$ cat src/rtl/shift_ex_stage_pkg.sv
// Shared definitions for the shift execute stage: opcode/funct constants,
// ShiftOper encoding, pipeline entry types and the instruction decoder.
package shift_ex_stage_pkg;

    localparam int OPERAND_WIDTH  = 16;
    localparam int REG_ADDR_WIDTH = 3;

    localparam logic [4:0] OP_ROLI        = 5'b10100;
    localparam logic [4:0] OP_SLLI        = 5'b10101;
    localparam logic [4:0] OP_RORI        = 5'b10110;
    localparam logic [4:0] OP_SRLI        = 5'b10111;
    localparam logic [4:0] OP_RTYPE_SHIFT = 5'b11010;

    localparam logic [1:0] FUNCT_ROL = 2'b00;
    localparam logic [1:0] FUNCT_SLL = 2'b01;
    localparam logic [1:0] FUNCT_ROR = 2'b10;
    localparam logic [1:0] FUNCT_SRL = 2'b11;

    typedef enum logic [1:0] {
        SH_SLL = 2'b00,
        SH_SRL = 2'b01,
        SH_ROL = 2'b10,
        SH_ROR = 2'b11
    } shift_oper_e;

    typedef struct packed {
        shift_oper_e                oper;
        logic [3:0]                 shamt;
        logic [OPERAND_WIDTH-1:0]   operand;
        logic [REG_ADDR_WIDTH-1:0]  rd;
        logic                       err;
    } s1_entry_t;

    typedef struct packed {
        logic [OPERAND_WIDTH-1:0]   result;
        logic [REG_ADDR_WIDTH-1:0]  rd;
        logic                       err;
    } s2_entry_t;

    // Illegal opcodes carry a zero operand so the shifter naturally yields 0x0000.
    function automatic s1_entry_t decode_shift(
        input logic [4:0]                opcode,
        input logic [1:0]                funct,
        input logic [3:0]                imm,
        input logic [3:0]                rt_amt,
        input logic [OPERAND_WIDTH-1:0]  rs,
        input logic [REG_ADDR_WIDTH-1:0] rd
    );
        s1_entry_t e;
        e.oper    = SH_SLL;
        e.shamt   = 4'd0;
        e.operand = rs;
        e.rd      = rd;
        e.err     = 1'b0;
        case (opcode)
            OP_ROLI: begin e.oper = SH_ROL; e.shamt = imm; end
            OP_SLLI: begin e.oper = SH_SLL; e.shamt = imm; end
            OP_RORI: begin e.oper = SH_ROR; e.shamt = imm; end
            OP_SRLI: begin e.oper = SH_SRL; e.shamt = imm; end
            OP_RTYPE_SHIFT: begin
                e.shamt = rt_amt;
                case (funct)
                    FUNCT_ROL: e.oper = SH_ROL;
                    FUNCT_SLL: e.oper = SH_SLL;
                    FUNCT_ROR: e.oper = SH_ROR;
                    default:   e.oper = SH_SRL;
                endcase
            end
            default: begin
                e.err     = 1'b1;
                e.operand = '0;
            end
        endcase
        return e;
    endfunction

endpackage

$ cat src/rtl/shift_ex_stage_if.sv
// Decode-side and writeback-side handshake bundle of the shift execute stage.
import shift_ex_stage_pkg::*;

interface shift_ex_stage_if;
    logic                      in_valid;
    logic                      in_ready;
    logic [4:0]                in_opcode;
    logic [1:0]                in_funct;
    logic [3:0]                in_imm;
    logic [OPERAND_WIDTH-1:0]  in_rs_data;
    logic [OPERAND_WIDTH-1:0]  in_rt_data;
    logic [REG_ADDR_WIDTH-1:0] in_rd;
    logic                      out_valid;
    logic                      out_ready;
    logic [OPERAND_WIDTH-1:0]  out_result;
    logic [REG_ADDR_WIDTH-1:0] out_rd;
    logic                      out_err;

    // master: decode + writeback environment; slave: the stage itself
    modport master (
        output in_valid, in_opcode, in_funct, in_imm, in_rs_data, in_rt_data, in_rd,
        output out_ready,
        input  in_ready, out_valid, out_result, out_rd, out_err
    );

    modport slave (
        input  in_valid, in_opcode, in_funct, in_imm, in_rs_data, in_rt_data, in_rd,
        input  out_ready,
        output in_ready, out_valid, out_result, out_rd, out_err
    );
endinterface

$ cat src/rtl/shift_ex_stage_shifter.sv
// 16-bit barrel shifter: logical shifts zero-fill, rotates are exact modulo 16.
import shift_ex_stage_pkg::*;

module shift_ex_stage_shifter (
    input  logic [OPERAND_WIDTH-1:0] operand_i,
    input  shift_oper_e              oper_i,
    input  logic [3:0]               shamt_i,
    output logic [OPERAND_WIDTH-1:0] result_o
);
    logic [2*OPERAND_WIDTH-1:0] doubled;
    logic [2*OPERAND_WIDTH-1:0] dbl_left;
    logic [2*OPERAND_WIDTH-1:0] dbl_right;

    // Rotating a doubled copy lets one shifter serve both rotate directions.
    assign doubled   = {operand_i, operand_i};
    assign dbl_left  = doubled << shamt_i;
    assign dbl_right = doubled >> shamt_i;

    always_comb begin
        // NOTE: every combinational output gets a default first so no latch is inferred.
        result_o = operand_i;
        case (oper_i)
            SH_SLL:  result_o = operand_i << shamt_i;
            SH_SRL:  result_o = operand_i >> shamt_i;
            SH_ROL:  result_o = dbl_left[2*OPERAND_WIDTH-1:OPERAND_WIDTH];
            default: result_o = dbl_right[OPERAND_WIDTH-1:0];
        endcase
    end
endmodule

$ cat src/rtl/shift_ex_stage.sv
// Two-stage shift execute pipeline: S1 holds the decoded op, S2 the shifted result.
import shift_ex_stage_pkg::*;

module shift_ex_stage (
    input  logic              clk,
    input  logic              rst,
    input  logic              flush,
    shift_ex_stage_if.slave   bus
);
    logic        s1_valid_q, s1_valid_d;
    logic        s2_valid_q, s2_valid_d;
    s1_entry_t   s1_q, s1_d;
    s2_entry_t   s2_q, s2_d;
    s1_entry_t   decoded;
    logic [OPERAND_WIDTH-1:0] shifted;
    logic        s2_free;
    logic        s1_adv;
    logic        in_ready;
    logic        accept;
    logic        unused_rt_hi;

    assign unused_rt_hi = ^bus.in_rt_data[OPERAND_WIDTH-1:4];

    assign decoded = decode_shift(bus.in_opcode, bus.in_funct, bus.in_imm,
                                  bus.in_rt_data[3:0], bus.in_rs_data, bus.in_rd);

    shift_ex_stage_shifter u_shifter (
        .operand_i (s1_q.operand),
        .oper_i    (s1_q.oper),
        .shamt_i   (s1_q.shamt),
        .result_o  (shifted)
    );

    // No skid buffer: readiness follows out_ready combinationally when both stages are full.
    assign s2_free  = !s2_valid_q || bus.out_ready;
    assign s1_adv   = s1_valid_q && s2_free;
    assign in_ready = !rst && !flush && (!s1_valid_q || s2_free);
    assign accept   = bus.in_valid && in_ready;

    always_comb begin
        s1_valid_d = s1_valid_q;
        s1_d       = s1_q;
        s2_valid_d = s2_valid_q;
        s2_d       = s2_q;
        if (flush) begin
            s1_valid_d = 1'b0;
            s2_valid_d = 1'b0;
        end else begin
            if (s1_adv) begin
                s2_valid_d = 1'b1;
                s2_d       = '{result: shifted, rd: s1_q.rd, err: s1_q.err};
            end else if (bus.out_ready) begin
                s2_valid_d = 1'b0;
            end
            if (accept) begin
                s1_valid_d = 1'b1;
                s1_d       = decoded;
            end else if (s1_adv) begin
                s1_valid_d = 1'b0;
            end
        end
    end

    // NOTE: state registers use non-blocking assignments; the data registers are
    // reset too because out_result/out_rd/out_err must read zero after reset.
    always_ff @(posedge clk) begin
        if (rst) begin
            s1_valid_q <= 1'b0;
            s2_valid_q <= 1'b0;
            s1_q       <= '0;
            s2_q       <= '0;
        end else begin
            s1_valid_q <= s1_valid_d;
            s2_valid_q <= s2_valid_d;
            s1_q       <= s1_d;
            s2_q       <= s2_d;
        end
    end

    assign bus.in_ready   = in_ready;
    assign bus.out_valid  = s2_valid_q;
    assign bus.out_result = s2_q.result;
    assign bus.out_rd     = s2_q.rd;
    assign bus.out_err    = s2_q.err;
endmodule

$ cat src/flat_wrapper.sv
// flat-port wrapper written by rule: the top's interface ports become plain ports
module shift_ex_stage_flat 
  (clk, rst, flush, bus_in_valid, bus_in_opcode, bus_in_funct, bus_in_imm, bus_in_rs_data, bus_in_rt_data, bus_in_rd, bus_out_ready, bus_in_ready, bus_out_valid, bus_out_result, bus_out_rd, bus_out_err);
  shift_ex_stage_if bus_i ();
  input  logic clk;
  input  logic rst;
  input  logic flush;
  input wire logic [$bits(bus_i.in_valid)-1:0] bus_in_valid;
  input wire logic [$bits(bus_i.in_opcode)-1:0] bus_in_opcode;
  input wire logic [$bits(bus_i.in_funct)-1:0] bus_in_funct;
  input wire logic [$bits(bus_i.in_imm)-1:0] bus_in_imm;
  input wire logic [$bits(bus_i.in_rs_data)-1:0] bus_in_rs_data;
  input wire logic [$bits(bus_i.in_rt_data)-1:0] bus_in_rt_data;
  input wire logic [$bits(bus_i.in_rd)-1:0] bus_in_rd;
  input wire logic [$bits(bus_i.out_ready)-1:0] bus_out_ready;
  output wire logic [$bits(bus_i.in_ready)-1:0] bus_in_ready;
  output wire logic [$bits(bus_i.out_valid)-1:0] bus_out_valid;
  output wire logic [$bits(bus_i.out_result)-1:0] bus_out_result;
  output wire logic [$bits(bus_i.out_rd)-1:0] bus_out_rd;
  output wire logic [$bits(bus_i.out_err)-1:0] bus_out_err;
  assign bus_i.in_valid = bus_in_valid;
  assign bus_i.in_opcode = bus_in_opcode;
  assign bus_i.in_funct = bus_in_funct;
  assign bus_i.in_imm = bus_in_imm;
  assign bus_i.in_rs_data = bus_in_rs_data;
  assign bus_i.in_rt_data = bus_in_rt_data;
  assign bus_i.in_rd = bus_in_rd;
  assign bus_i.out_ready = bus_out_ready;
  assign bus_in_ready = bus_i.in_ready;
  assign bus_out_valid = bus_i.out_valid;
  assign bus_out_result = bus_i.out_result;
  assign bus_out_rd = bus_i.out_rd;
  assign bus_out_err = bus_i.out_err;
  shift_ex_stage u_core (.clk(clk), .rst(rst), .flush(flush), .bus(bus_i));
endmodule
$ cat config.mk
export PLATFORM = sky130hd
export DESIGN_NAME = shift_ex_stage_flat
export DESIGN_NICKNAME = d
export VERILOG_FILES = /design/src/rtl/shift_ex_stage_pkg.sv /design/src/rtl/shift_ex_stage_if.sv /design/src/rtl/shift_ex_stage_shifter.sv /design/src/rtl/shift_ex_stage.sv /design/src/flat_wrapper.sv
export SDC_FILE = /design/constraint.sdc
export NUM_CORES = 1
export LEC_CHECK = 0
export ABC_AREA = 0
export CORE_MARGIN = 4
export CORE_UTILIZATION = 35
export CTS_BUF_LIST = sky130_fd_sc_hd__clkbuf_8 sky130_fd_sc_hd__clkbuf_16
export DETAILED_ROUTE_END_ITERATION = 10
export GPL_TIMING_DRIVEN = 0
export PLACE_DENSITY = 0.6
export SLEW_MARGIN = 5
export SYNTH_ARGS = -nofsm -noshare
export SYNTH_HDL_FRONTEND = slang
export SYNTH_SLANG_ARGS = --single-unit
$ cat constraint.sdc
create_clock -name clk -period 3.7 [get_ports clk]
set_clock_uncertainty 0.05 [all_clocks]
set_input_delay 0.37 -clock clk [delete_from_list [all_inputs] [get_ports clk]]
set_output_delay 0.37 -clock clk [all_outputs]
set_load 0.03 [all_outputs]
==> results of run 1 <==
[per-layer routing]
metal / global-route usage / part of all wire / vias to the layer above
met1: 0.287 / 0.42 / 1949
met2: 0.349 / 0.46 / 243
li1: - / - / 1905
met3: 0.0371 / 0.072 / 42
met5: 0 / 0 / -
met4: 0.0998 / 0.048 / 0
[worst max-delay path by stage]
stage                                           start  slack (ns)                                endpoint  cells past startpoint
detailed placement                      bus_out_ready        1.15   u_core.bus.out_result[1]$_SDFFE_PP0P_                      8
global placement                        bus_out_ready        1.13   u_core.bus.out_result[1]$_SDFFE_PP0P_                      8
finish                                  bus_out_ready        1.27                            bus_in_ready                      4
floorplan           u_core.bus.out_valid$_SDFFE_PP0P_        1.23             u_core.s1_q[5]$_SDFFE_PP0P_                      7
global route                                    flush        1.21  u_core.bus.out_result[10]$_SDFFE_PP0P_                      6
CTS                                     bus_out_ready        1.26                            bus_in_ready                      4
[cells by family (layout without fill, tap and decap cells)]
family,after synthesis,after routing,share of synthesized area
AOI/OAI and AO/OA,143,143,0.269
buffers and inverters,59,127,0.0830
DFF,48,48,0.245
muxes,60,60,0.208
and+or+nand+nor,159,159,0.195
[layout make-up]
cell class                      count  share of cell area
Clock inverter                      3             0.00962
Sequential cell                    48               0.200
Tap cell                          140              0.0364
Inverter                            7             0.00546
Clock buffer                        5              0.0143
Buffer                             52              0.0622
Timing Repair Buffer               60               0.125
Multi-Input combinational cell    362               0.547
[synthesized netlist by cell type (4+ instances only)]
master	number	area, um^2
a31oi_1	4	25.0
and2_1	6	37.5
clkbuf_1	20	75.1
o221ai_1	6	52.6
nor2b_1	6	37.5
mux4_2	11	248
o21ai_1	5	25.0
nor3_1	12	60.1
a211o_1	4	35.0
o21ai_0	12	60.1
a211oi_1	8	60.1
o211ai_1	4	30.0
buf_1	5	18.8
dfxtp_1	48	961
a221oi_1	9	78.8
a21oi_1	27	135
buf_4	4	30.0
nand3_1	6	30.0
buf_2	14	70.1
nand2_1	46	173
nor2_1	51	191
a22oi_1	23	173
nand2b_1	11	68.8
buf_6	8	90.1
o22ai_1	8	50.1
mux2i_1	28	280
mux2_2	16	180
inv_1	6	22.5
a311oi_1	4	35.0
[tightest hold or removal path, stage by stage (launching register included)]
cell     delay, ns
dfxtp_1       0.32
nand2_1       0.05
a21oi_1       0.05
[registers in the layout (all words and copies together) (netlist names)]
name,flops
u_core.bus.out_valid,1
u_core.s1_q,26
u_core.bus.out_rd,3
u_core.s1_valid_q,1
u_core.bus.out_err,1
u_core.bus.out_result,16
[power by group]
group	internal [mW]	leakage, nW	switching, mW	total, mW
clock network	0.204	0.0548	0.200	0.403
registers	0.528	0.389	0.00717	0.536
logic	0.123	1.16	0.155	0.278
total	0.855	1.60	0.362	1.22
[stage by stage]
stage                     cells  hold WS (ns)
final                       677         0.401
after global placement      669         0.392
after CTS                   677         0.404
after global routing        677         0.427
after detailed placement    669         0.401
after floorplan             469         0.382
==> metrics.md, run 1 <==
| Metric | Value |
|---|---|
| NumNets Final | 587 |
| HPWL Detailed | 10.8 mm |
| Root Buffer | clkbuf_8 |
| Fin util | 0.442 |
| Area Growth Syn to Fin | 22.7% |
| Die area | 13000 um^2 |
| Type of origin of the critical path | input pin |
| Register area | 961 um^2 |
| Top cell by count, worst path | clkdlybuf4s50_1 |
| Final Critical Period | 2.43 ns |
| Power Dens Cells | 253 nW/um^2 |
| Drt drc | 0 |
| Initial antenna violation count | 0 |
| CORE AREA | 10900 um^2 |
| Period Utilization, post-route | 0.657 |
| RR Startpoint | u_core.s1_q[22]$_SDFFE_PP0P_ |
| GRT Resource Usage Total | 0.218 |
| RSZ-0062 raised after global routing | false |
| Most common cell after layout, fill and taps aside | clkdlybuf4s50_1 |
| Critical Path End Type | output port |
| VDD IR max | 172 uV |
| Most frequent cells in the layout | clkdlybuf4s50_1 (60), nor2_1 (51), dfxtp_1 (48) |
| CP required | 3.28 ns |
| R2R setup slack | 1.36 ns |
| Post-DR vias/cell | 6.11 |
| First-pass GRT wire length | 22.3 mm |
| Post-synth ARST share | 0 |
| Number of synthesis warnings | 0 |
| Hold crit path type | flip-flop to flip-flop |
| Setup TNS | 0 ns |
| Post-synthesis sequential area ratio | 0.245 |
| Status | finished clean |
| Routed length per instance | 20.5 um |
| Hold path start | u_core.s1_q[0]$_SDFFE_PP0P_ |
| Layout cells sized above 1 | 0.151 |
| Global route overflow | 0 |
| Max-slew headroom | 0.472 |
| CP Cell Sequence | clkdlybuf4s50_1, nor2b_1, a211oi_1, clkdlybuf4s50_1 |
| Unique masters post-synth | 67 |
| Post-synthesis cell area | 3920 um^2 |
| CP bufs+invs | 2 |
| H-tree Lvls | 2 |
| Slowest-stage cell, CP | clkdlybuf4s50_1 |
| Largest net degree at the start of global routing | 17 |
| # rows | 38 |
| Type of the worst setup path | input pin to output port |
| Post-synth EDFFs | 0 |
| Max stage delay on crit path | 0.75 ns |
| Max_cap viols | 0 |
| Yosys reg bits | 48 |
| CTS Hold Buffers Added | 0 |
| Vias in the first global route | 4083 |
| Worst r2r path cells | 8 |
| Clk_lat worst skew | 0.32 ns |
| Mean post-synth cell area | 8.36 um^2 |
| Ant diodes | 0 |
| Design area | 4810 um^2 |
| Final Worst Setup Slack | 1.27 ns |
| Via count | 4139 |
| Hold Violations, Final | 0 |
| Post-DP Area | 4700 um^2 |
| Net Count, Synth | 520 |
| Clock buffer count from CTS | 5 |
| TritonRoute pass-1 iters | 5 |
| Synthesized instance count | 469 |
| RR Endpoint | u_core.bus.out_result[0]$_SDFFE_PP0P_ |
| CTS resizes | 0 |
| IO Port Bufs | 60 |
| Hold path depth | 2 |
| Routability cong. | 0.963 |
| Measured slew at the worst slew-check pin | 0.790 ns |
| Cell family with most CP delay | buffers and inverters |
| Post-CTS Setup Bufs | 0 |
| Hold Path Sink | u_core.bus.out_err$_SDFFE_PP0P_ |
| Leak Pwr | 1.60 nW |
| DRT Wirelength | 13.9 mm |
| Initial Utilization | 0.360 |
| Iteration-0 DRC Markers | 338 |
| Main synth FF type | dfxtp_1 |
| Clock buffer depth | 2 |
| Max FO, Critical Path | 5 |
| WP data arrival | 2.01 ns |
| Clock transition at path regs | 0.10 ns |
| DIE HEIGHT | 114 um |
| Clk sinks | 48 |
| Power after layout | 1.22 mW |
| Die W | 114 um |
| Final ANT Viol Nets | 0 |
| Slew Limit Fails | 0 |
| Max Clk Rate | 412 MHz |
| FILL cells | 1078 |
| Setup violators final | 0 |
| Multi-input gate area | 2630 um^2 |
| CTS tree | done |
| Post-place setup slack | 1.15 ns |
| I/O pin count | 73 |
Note: power is estimated with default switching activity, not from simulation.
==> inputs of run 2 (changes only) <==
==> constraint.sdc (replaced) <==
create_clock -name clk -period 2.51 [get_ports clk]
set_clock_uncertainty 0.05 [all_clocks]
set_input_delay 0.251 -clock clk [delete_from_list [all_inputs] [get_ports clk]]
set_output_delay 0.251 -clock clk [all_outputs]
set_load 0.03 [all_outputs]
==> results of run 2 <==
Same layout as run 1 (identical final DEF). Status: finished clean.
Among the figures that moved: setup slack after placement 1.15 ns -> 0.0747 ns; setup slack after layout 1.27 ns -> 0.168 ns; start point of the critical path bus_out_ready -> u_core.s1_q[22]$_SDFFE_PP0P_; end point of the critical path bus_in_ready -> u_core.bus.out_result[0]$_SDFFE_PP0P_; register-to-register setup slack 1.36 ns -> 0.17 ns; total power 1.22 mW -> 1.79 mW; worst IR drop on VDD 172 uV -> 253 uV
